**src/rtl/mem_arb_pkg.sv**
```systemverilog
// Shared types for the unified-memory port arbiter.
// Optional stall statistics are enabled with ARB_STATS_EN.
package mem_arb_pkg;

    typedef enum logic [1:0] {
        IDLE,
        ACCESS,
        RESP
    } arbState_t;

    typedef enum logic {
        OWN_IF = 1'b0,
        OWN_DM = 1'b1
    } owner_t;

    function automatic int latCntW(input int lat);
        int m;
        m = (lat > 1) ? lat : 1;
        return $clog2(m + 1);
    endfunction

endpackage

```
**src/rtl/mem_arb_prio.sv**
```systemverilog
// Grant decision between fetch and data ports.
// Keeps the data-grant streak so fetch is never starved.
module mem_arb_prio
    import mem_arb_pkg::*;
#(
    parameter int MAX_DSTREAK = 3
) (
    input  logic clock,
    input  logic rst,
    input  logic ifReq,
    input  logic dmReq,
    input  logic grantEvt,
    output logic grantDm
);

    localparam int SW = $clog2(MAX_DSTREAK + 1);
    localparam logic [SW-1:0] STREAK_MAX = SW'(MAX_DSTREAK);

    logic [SW-1:0] dstreak;

    // Data wins unless fetch has already waited out a full streak.
    assign grantDm = dmReq && !(ifReq && (dstreak == STREAK_MAX));

    always_ff @(posedge clock or posedge rst) begin
        if (rst) begin
            dstreak <= '0;
        end else if (grantEvt) begin
            if (grantDm && ifReq) begin
                if (dstreak != STREAK_MAX) begin
                    dstreak <= dstreak + 1'b1;
                end
            end else begin
                dstreak <= '0;
            end
        end
    end

endmodule

```
**src/rtl/mem_port_arbiter.sv**
```systemverilog
// Single-port memory shared by instruction fetch and LDM/STM.
// ARB_STATS_EN adds a saturating stall_cnt output.
module mem_port_arbiter
    import mem_arb_pkg::*;
#(
    parameter int ADDR_W      = 12,
    parameter int INSTR_W     = 19,
    parameter int DATA_W      = 8,
    parameter int MEM_LAT     = 2,
    parameter int MAX_DSTREAK = 3
) (
    input  logic               clock,
    input  logic               rst,
    input  logic               if_req,
    input  logic [ADDR_W-1:0]  if_addr,
    output logic               if_ack,
    output logic [INSTR_W-1:0] if_rdata,
    input  logic               dm_req,
    input  logic               dm_we,
    input  logic [ADDR_W-1:0]  dm_addr,
    input  logic [DATA_W-1:0]  dm_wdata,
    output logic               dm_ack,
    output logic [DATA_W-1:0]  dm_rdata,
    output logic [ADDR_W-1:0]  mem_addr,
    output logic [INSTR_W-1:0] mem_wdata,
    output logic               mem_read,
    output logic               mem_write,
    input  logic [INSTR_W-1:0] mem_rdata,
    output logic               busy
`ifdef ARB_STATS_EN
    ,
    output logic [15:0]        stall_cnt
`endif
);

    localparam int CNT_W = latCntW(MEM_LAT);
    localparam logic [CNT_W-1:0] LAT_INIT = CNT_W'(MEM_LAT);

    arbState_t        state;
    owner_t           owner;
    logic             isWrite;
    logic [CNT_W-1:0] latCnt;
    logic             grantDm;
    logic             grantEvt;

    assign grantEvt = (state == IDLE) && (if_req || dm_req);
    assign busy     = (state != IDLE);

    mem_arb_prio #(
        .MAX_DSTREAK(MAX_DSTREAK)
    ) uPrio (
        .clock   (clock),
        .rst     (rst),
        .ifReq   (if_req),
        .dmReq   (dm_req),
        .grantEvt(grantEvt),
        .grantDm (grantDm)
    );

    always_ff @(posedge clock or posedge rst) begin
        if (rst) begin
            state     <= IDLE;
            owner     <= OWN_IF;
            isWrite   <= 1'b0;
            latCnt    <= '0;
            mem_addr  <= '0;
            mem_wdata <= '0;
            mem_read  <= 1'b0;
            mem_write <= 1'b0;
            if_ack    <= 1'b0;
            dm_ack    <= 1'b0;
            if_rdata  <= '0;
            dm_rdata  <= '0;
        end else begin
            mem_read  <= 1'b0;
            mem_write <= 1'b0;
            if_ack    <= 1'b0;
            dm_ack    <= 1'b0;
            unique case (state)
                IDLE: begin
                    if (grantEvt) begin
                        state <= ACCESS;
                        if (grantDm) begin
                            owner     <= OWN_DM;
                            isWrite   <= dm_we;
                            mem_addr  <= dm_addr;
                            mem_wdata <= INSTR_W'(dm_wdata);
                            mem_read  <= !dm_we;
                            mem_write <= dm_we;
                            latCnt    <= dm_we ? '0 : LAT_INIT;
                        end else begin
                            owner    <= OWN_IF;
                            isWrite  <= 1'b0;
                            mem_addr <= if_addr;
                            mem_read <= 1'b1;
                            latCnt   <= LAT_INIT;
                        end
                    end
                end
                ACCESS: begin
                    // latCnt reaching zero marks the cycle mem_rdata is valid.
                    if (latCnt == '0) begin
                        state <= RESP;
                        if (owner == OWN_IF) begin
                            if_ack   <= 1'b1;
                            if_rdata <= mem_rdata;
                        end else begin
                            dm_ack <= 1'b1;
                            if (!isWrite) begin
                                dm_rdata <= mem_rdata[DATA_W-1:0];
                            end
                        end
                    end else begin
                        latCnt <= latCnt - 1'b1;
                    end
                end
                RESP: begin
                    state <= IDLE;
                end
                default: begin
                    state <= IDLE;
                end
            endcase
        end
    end

`ifdef ARB_STATS_EN
    logic ifStall;
    logic dmStall;

    assign ifStall = if_req && !(busy && (owner == OWN_IF));
    assign dmStall = dm_req && !(busy && (owner == OWN_DM));

    always_ff @(posedge clock or posedge rst) begin
        if (rst) begin
            stall_cnt <= '0;
        end else if ((ifStall || dmStall) && (stall_cnt != 16'hFFFF)) begin
            stall_cnt <= stall_cnt + 16'd1;
        end
    end
`endif

endmodule

```
**config.mk**
```make
export PLATFORM = sky130hd
export DESIGN_NAME = mem_port_arbiter
export DESIGN_NICKNAME = d
export VERILOG_FILES = /design/src/rtl/mem_arb_pkg.sv /design/src/rtl/mem_arb_prio.sv /design/src/rtl/mem_port_arbiter.sv
export SDC_FILE = /design/constraint.sdc
export NUM_CORES = 1
export LEC_CHECK = 0
export CORE_MARGIN = 1
export CORE_UTILIZATION = 41
export CTS_CLUSTER_SIZE = 24
export DETAILED_ROUTE_END_ITERATION = 10
export PLACE_DENSITY = 0.78
export SLEW_MARGIN = 20
export SYNTH_ARGS = -nofsm -noshare
export SYNTH_HDL_FRONTEND = slang
export SYNTH_SLANG_ARGS = --single-unit
```
**constraint.sdc**
```tcl
create_clock -name clock -period 2.05 [get_ports clock]
set_clock_uncertainty 0.05 [all_clocks]
set_input_delay 0.41 -clock clock [delete_from_list [all_inputs] [get_ports clock]]
set_output_delay 0.41 -clock clock [all_outputs]
set_load 0.03 [all_outputs]
```
Word level (Yosys, flattened, before mapping)

Index checks and enable logic that the tools add are counted.

Bits in registers: 59
Word-level logic and storage cells: 66
Output and inout bits: 63
Bits of input ports: 56

Muxes and demuxes: 24
Bitwise operators: 2
Reductions and logical operators: 18
Equal/unequal tests: 7
Add/subtract/negate cells: 2

Operators with widths:

| operator                                                            | number |
|---|---|
| 2-bit two-way mux                                                   | 8 |
| 1-bit two-way mux                                                   | 13 |
| 12-bit two-way mux                                                  | 1 |
| 2-bit != test (second input constant)                               | 5 |
| 3-bit AND reduction                                                 | 3 |
| 2-bit one-hot mux with 2 select lines                               | 2 |
| 2-bit AND reduction                                                 | 3 |
| 1-bit logical AND                                                   | 4 |
| 2-bit zero test                                                     | 2 |
| 4-bit AND reduction                                                 | 1 |
| 2-bit nonzero test                                                  | 2 |
| 2-bit by 1-bit adder with 2-bit output (second input constant)      | 1 |
| 2-bit by 1-bit == test with 1-bit output (second input constant)    | 1 |
| 2-bit == test (second input constant)                               | 1 |
| 1-bit zero test                                                     | 2 |
| 1-bit inverter                                                      | 2 |
| 2-bit by 1-bit subtractor with 2-bit output (second input constant) | 1 |
| 1-bit logical OR                                                    | 1 |

Longest topological paths before layout

Word-level depth: 7
Depth in mapped cells: 6
Mapped depth without buffers: 5

Modules after synthesis

Synthesis repeated with hierarchy kept, for this count alone.

Cells, all modules: 188
Area total of the unflattened synthesis: 2507.4 µm²

By module, submodules not included:

| module           | times used | sequential area each (µm²) | cells an instance | area each (µm²) |
|---|---|---|---|---|
| mem_port_arbiter | 1          | 1426.4                     | 177               | 2387.3 |
| mem_arb_prio     | 1          | 50.0                       | 11                | 120.1 |

Worst setup path before layout

OpenSTA, ideal clock, no wires.

Path kind: register to register
Start point: reg latCnt[0]
End point: reg if_rdata[10]
Slack: 0.507 ns
Clock period less this slack: 1.543 ns
Data arrival time: 1.368 ns
Cell stages (with the launch flop): 7
Setup time: 0.125 ns
Cell sequence: dfrtp_1 inv_1 ha_1 and3b_1 nor2b_4 buf_12 mux2_4

Longest elaborated chain between the ends: 2

RTL lines:

| element                              | line                    | RTL |
|---|---|---|
| from (decl)                          | mem_port_arbiter.sv:42  | `logic [CNT_W-1:0] latCnt;` |
| from (signal assigned)               | mem_port_arbiter.sv:90  | `latCnt <= dm_we ? '0 : LAT_INIT;` |
| from (signal assigned)               | mem_port_arbiter.sv:114 | `latCnt <= latCnt - 1'b1;` |
| 2-bit zero test                      | mem_port_arbiter.sv:102 | `if (latCnt == '0) begin` |
| 3-bit AND reduction (no source line) | -                       |  |
| to (signal assigned)                 | mem_port_arbiter.sv:106 | `if_rdata <= mem_rdata;` |
| to (decl)                            | mem_port_arbiter.sv:17  | `output logic [INSTR_W-1:0] if_rdata,` |

No other way between the ends.
A chain may end at the register's enable or synchronous reset.

Final worst setup path

Start point: reg mem_addr[9]
End point: out mem_addr[9]

RTL lines:

| element                | line                   | RTL |
|---|---|---|
| from (decl)            | mem_port_arbiter.sv:24 | `output logic [ADDR_W-1:0] mem_addr,` |
| from (signal assigned) | mem_port_arbiter.sv:86 | `mem_addr <= dm_addr;` |
| from (signal assigned) | mem_port_arbiter.sv:94 | `mem_addr <= if_addr;` |

No word-level cell between the ends.

==> metrics.txt <==
status completed; synth unique cells 32; total power 0.006757 W; DR iter-0 viols 73; total congestion overflow 0; Worst-Skew Late Latency 0.33 ns; Crit-path slowest cell clkdlybuf4s50_1; Hold Crit Class primary input to async pin; Area after DPL 3706 um^2; CP bufs+invs 1; Worst-path clk slew 0.07 ns; Post-synth top cells dfrtp_1, mux2_4, nand2_1; H-tree Lvls 3; Layout area overhead 51.20%; Worst setup EP type primary output; Logic pwr share 0.519; Starting Density 0.4315; wire per inst roughly 14 um; number of enable flip-flop cells after synthesis 0; CP arrival 1.38 ns; fmax approximately 540 MHz; Worst Setup Slack, final 0.2074 ns; setup violators final 0; post-route cell area 3931 um^2; antenna diode count 0; Cells after DPL 372; DRT Pass-1 Iters 4; Max FO, Critical Path 2; total wire length 5576 um; # nets final 366; CTS tree built; unrepaired setup endpoints after global routing false; Top FF cell, synth dfrtp_1; highest cell delay on the worst timing path 0.68 ns; Seq cells post-synth a little under 60; Non-Filler Instances 388; post-synth design cell area 2600 um^2; core area between 6000 and 7000 um^2; vias post-DR 1870; switching part of the total 0.3812; Clock Power Share 0.176; # hold bufs at CTS 0; crit path time final 1.843 ns; Via density around 4.8; vias in the first global route 1784; Async SR Flop Fraction 1.000; Seq/Total Area, Yosys 0.5679; Synth area leader dfrtp_1; Psw 0.002576 W; CTS Buffer Depth 2; number of max-cap violations 0; final-layout fill cell count 485; Port Buffer Count 107; Crit Path Class flop to primary output; share of cells above drive strength 1 0.2077; leakage power 1.746 nW; clock sinks 59; most frequent cell after synthesis dfrtp_1; Max-slew headroom 0.4878; Slew @ Worst Pin 0.7655 ns; RePlAce Congestion 0.7634; Final ANT Viol Nets 0; delay-heaviest family, CP buffers and inverters; Die X 81.64 um; Syn Inst Count 194; post-place setup slack -0.01827 ns; Power Density around 1700 nW/um^2; Yosys warning count 0; drt drc 0; total track usage 0.1773; CP Data Required Time ~1.6 ns; initial antenna violation count 0; crit-path cells clkdlybuf4s50_1; P_int 0.004181 W; crit path launch type flop; number of core rows 28; peak supply drop about 900 uV; DPL Wire Length between 3000 and 4000 um; Die ar. 6664 um^2; main area contributors after synthesis dfrtp_1, mux2_4, nand2_1; Die H 81.64 um; clk root buf clkbuf_8; Avg Cell Area, Syn about 13 um^2; largest net degree at the start of global routing 60; max-slew violations 0; total CTS buffers 9; io pins 119; Final Core Density 0.6524; Yosys top cell area share 0.5679; final hold vios 0; period utilization 0.8988; first-pass GRT wire length between 8000 and 9000 um; Seq pwr share 0.305
sequential cells by signal (all words and copies together) (netlist names):
register,flops
dm_ack,1
dm_rdata,8
if_ack,1
if_rdata,19
isWrite,1
latCnt,2
mem_addr,12
mem_read,1
mem_wdata,8
mem_write,1
owner,1
state,2
uPrio.dstreak,2
placed cells by master (no fill, tap or decap), types with 2 or more instances in the layout:
cell type / netlist / layout
ha_1: 2 / 2
nor2b_4: 2 / 2
bufinv_16: 0 / 2
a31oi_1: 12 / 12
clkdlybuf4s50_1: 0 / 106
clkinv_2: 0 / 3
nand3_1: 2 / 2
mux2_4: 27 / 27
buf_12: 2 / 2
nor2_1: 2 / 2
inv_2: 1 / 2
inv_1: 5 / 4
a21o_1: 2 / 2
mux2_2: 7 / 7
a21oi_1: 13 / 13
nand2_1: 25 / 25
nor2_4: 2 / 2
conb_1: 1 / 11
clkbuf_8: 0 / 11
o21ai_0: 2 / 2
buf_4: 12 / 3
dfrtp_1: 59 / 59
final timing paths:
kind | startpoint | to | slack, ns | cells past startpoint
min in group clock | latCnt[0] | latCnt[0] | 0.43 | 1
worst min register to register | latCnt[0] | latCnt[0] | 0.43 | 1
worst min-delay path | rst | if_rdata[8] | 0.39 | 3
worst max-delay path | mem_addr[9] | mem_addr[9] | 0.21 | 1
max in group asynchronous | rst | mem_addr[4] | 1.29 | 3
worst max register to register | latCnt[0] | if_rdata[16] | 0.29 | 6
metal layers:
layer  wire (um)  part of all wire  up-vias  track usage
met5           0                 0        -            0
met4          64             0.011        0       0.1070
met3         465             0.083        9      0.05556
met2        2626              0.47       78       0.2683
met1        2420              0.43      905       0.2217
li1            -                 -      878            -
power by group through the flow:
stage                     Combinational, W  Sequential [W]  Clock (W)
after global placement             0.00350         0.00206          0
after global routing               0.00373         0.00214    0.00127
final                              0.00351         0.00206    0.00119
after CTS                          0.00355         0.00207    0.00121
after detailed placement           0.00355         0.00208          0
after floorplan                    0.00127         0.00302          0
through the flow:
step / setup TNS [ns] / hold slack [ns]
global placement: 0 / 0.4149
finish: 0 / 0.3899
floorplan: 0 / 0.4010
detailed placement: -0.04522 / 0.4238
global route: 0 / 0.4212
CTS: 0 / 0.4017
layout make-up:
type / count / area [um^2] / area share
multi-input cells: 120 / 979.7 / 0.2492
flip-flops and latches: 59 / 1476 / 0.3756
repair buffers: 112 / 1132 / 0.2880
inverters: 6 / 22.52 / 0.005729
well taps: 75 / 93.84 / 0.02387
clock inverters: 5 / 75.07 / 0.01910
clock buffers: 11 / 151.4 / 0.03851
kinds of logic after synthesis:
| group | Yosys count | synth area share |
|---|---|---|
| fa+ha+maj | 2 | 0.009623 |
| other cells | 1 | 0.001442 |
| flops | 59 | 0.5679 |
| compound gates | 34 | 0.08181 |
| mux | 36 | 0.1944 |
| buf+inv | 25 | 0.06978 |
| simple gates | 37 | 0.07508 |
repair_timing:
action                     CTS  global route
setup endpoints to repair    1             0
resized for setup            1             0
setup buffers                0             0
hold endpoints to repair     0             0
Power figures use the tool's default switching activity.
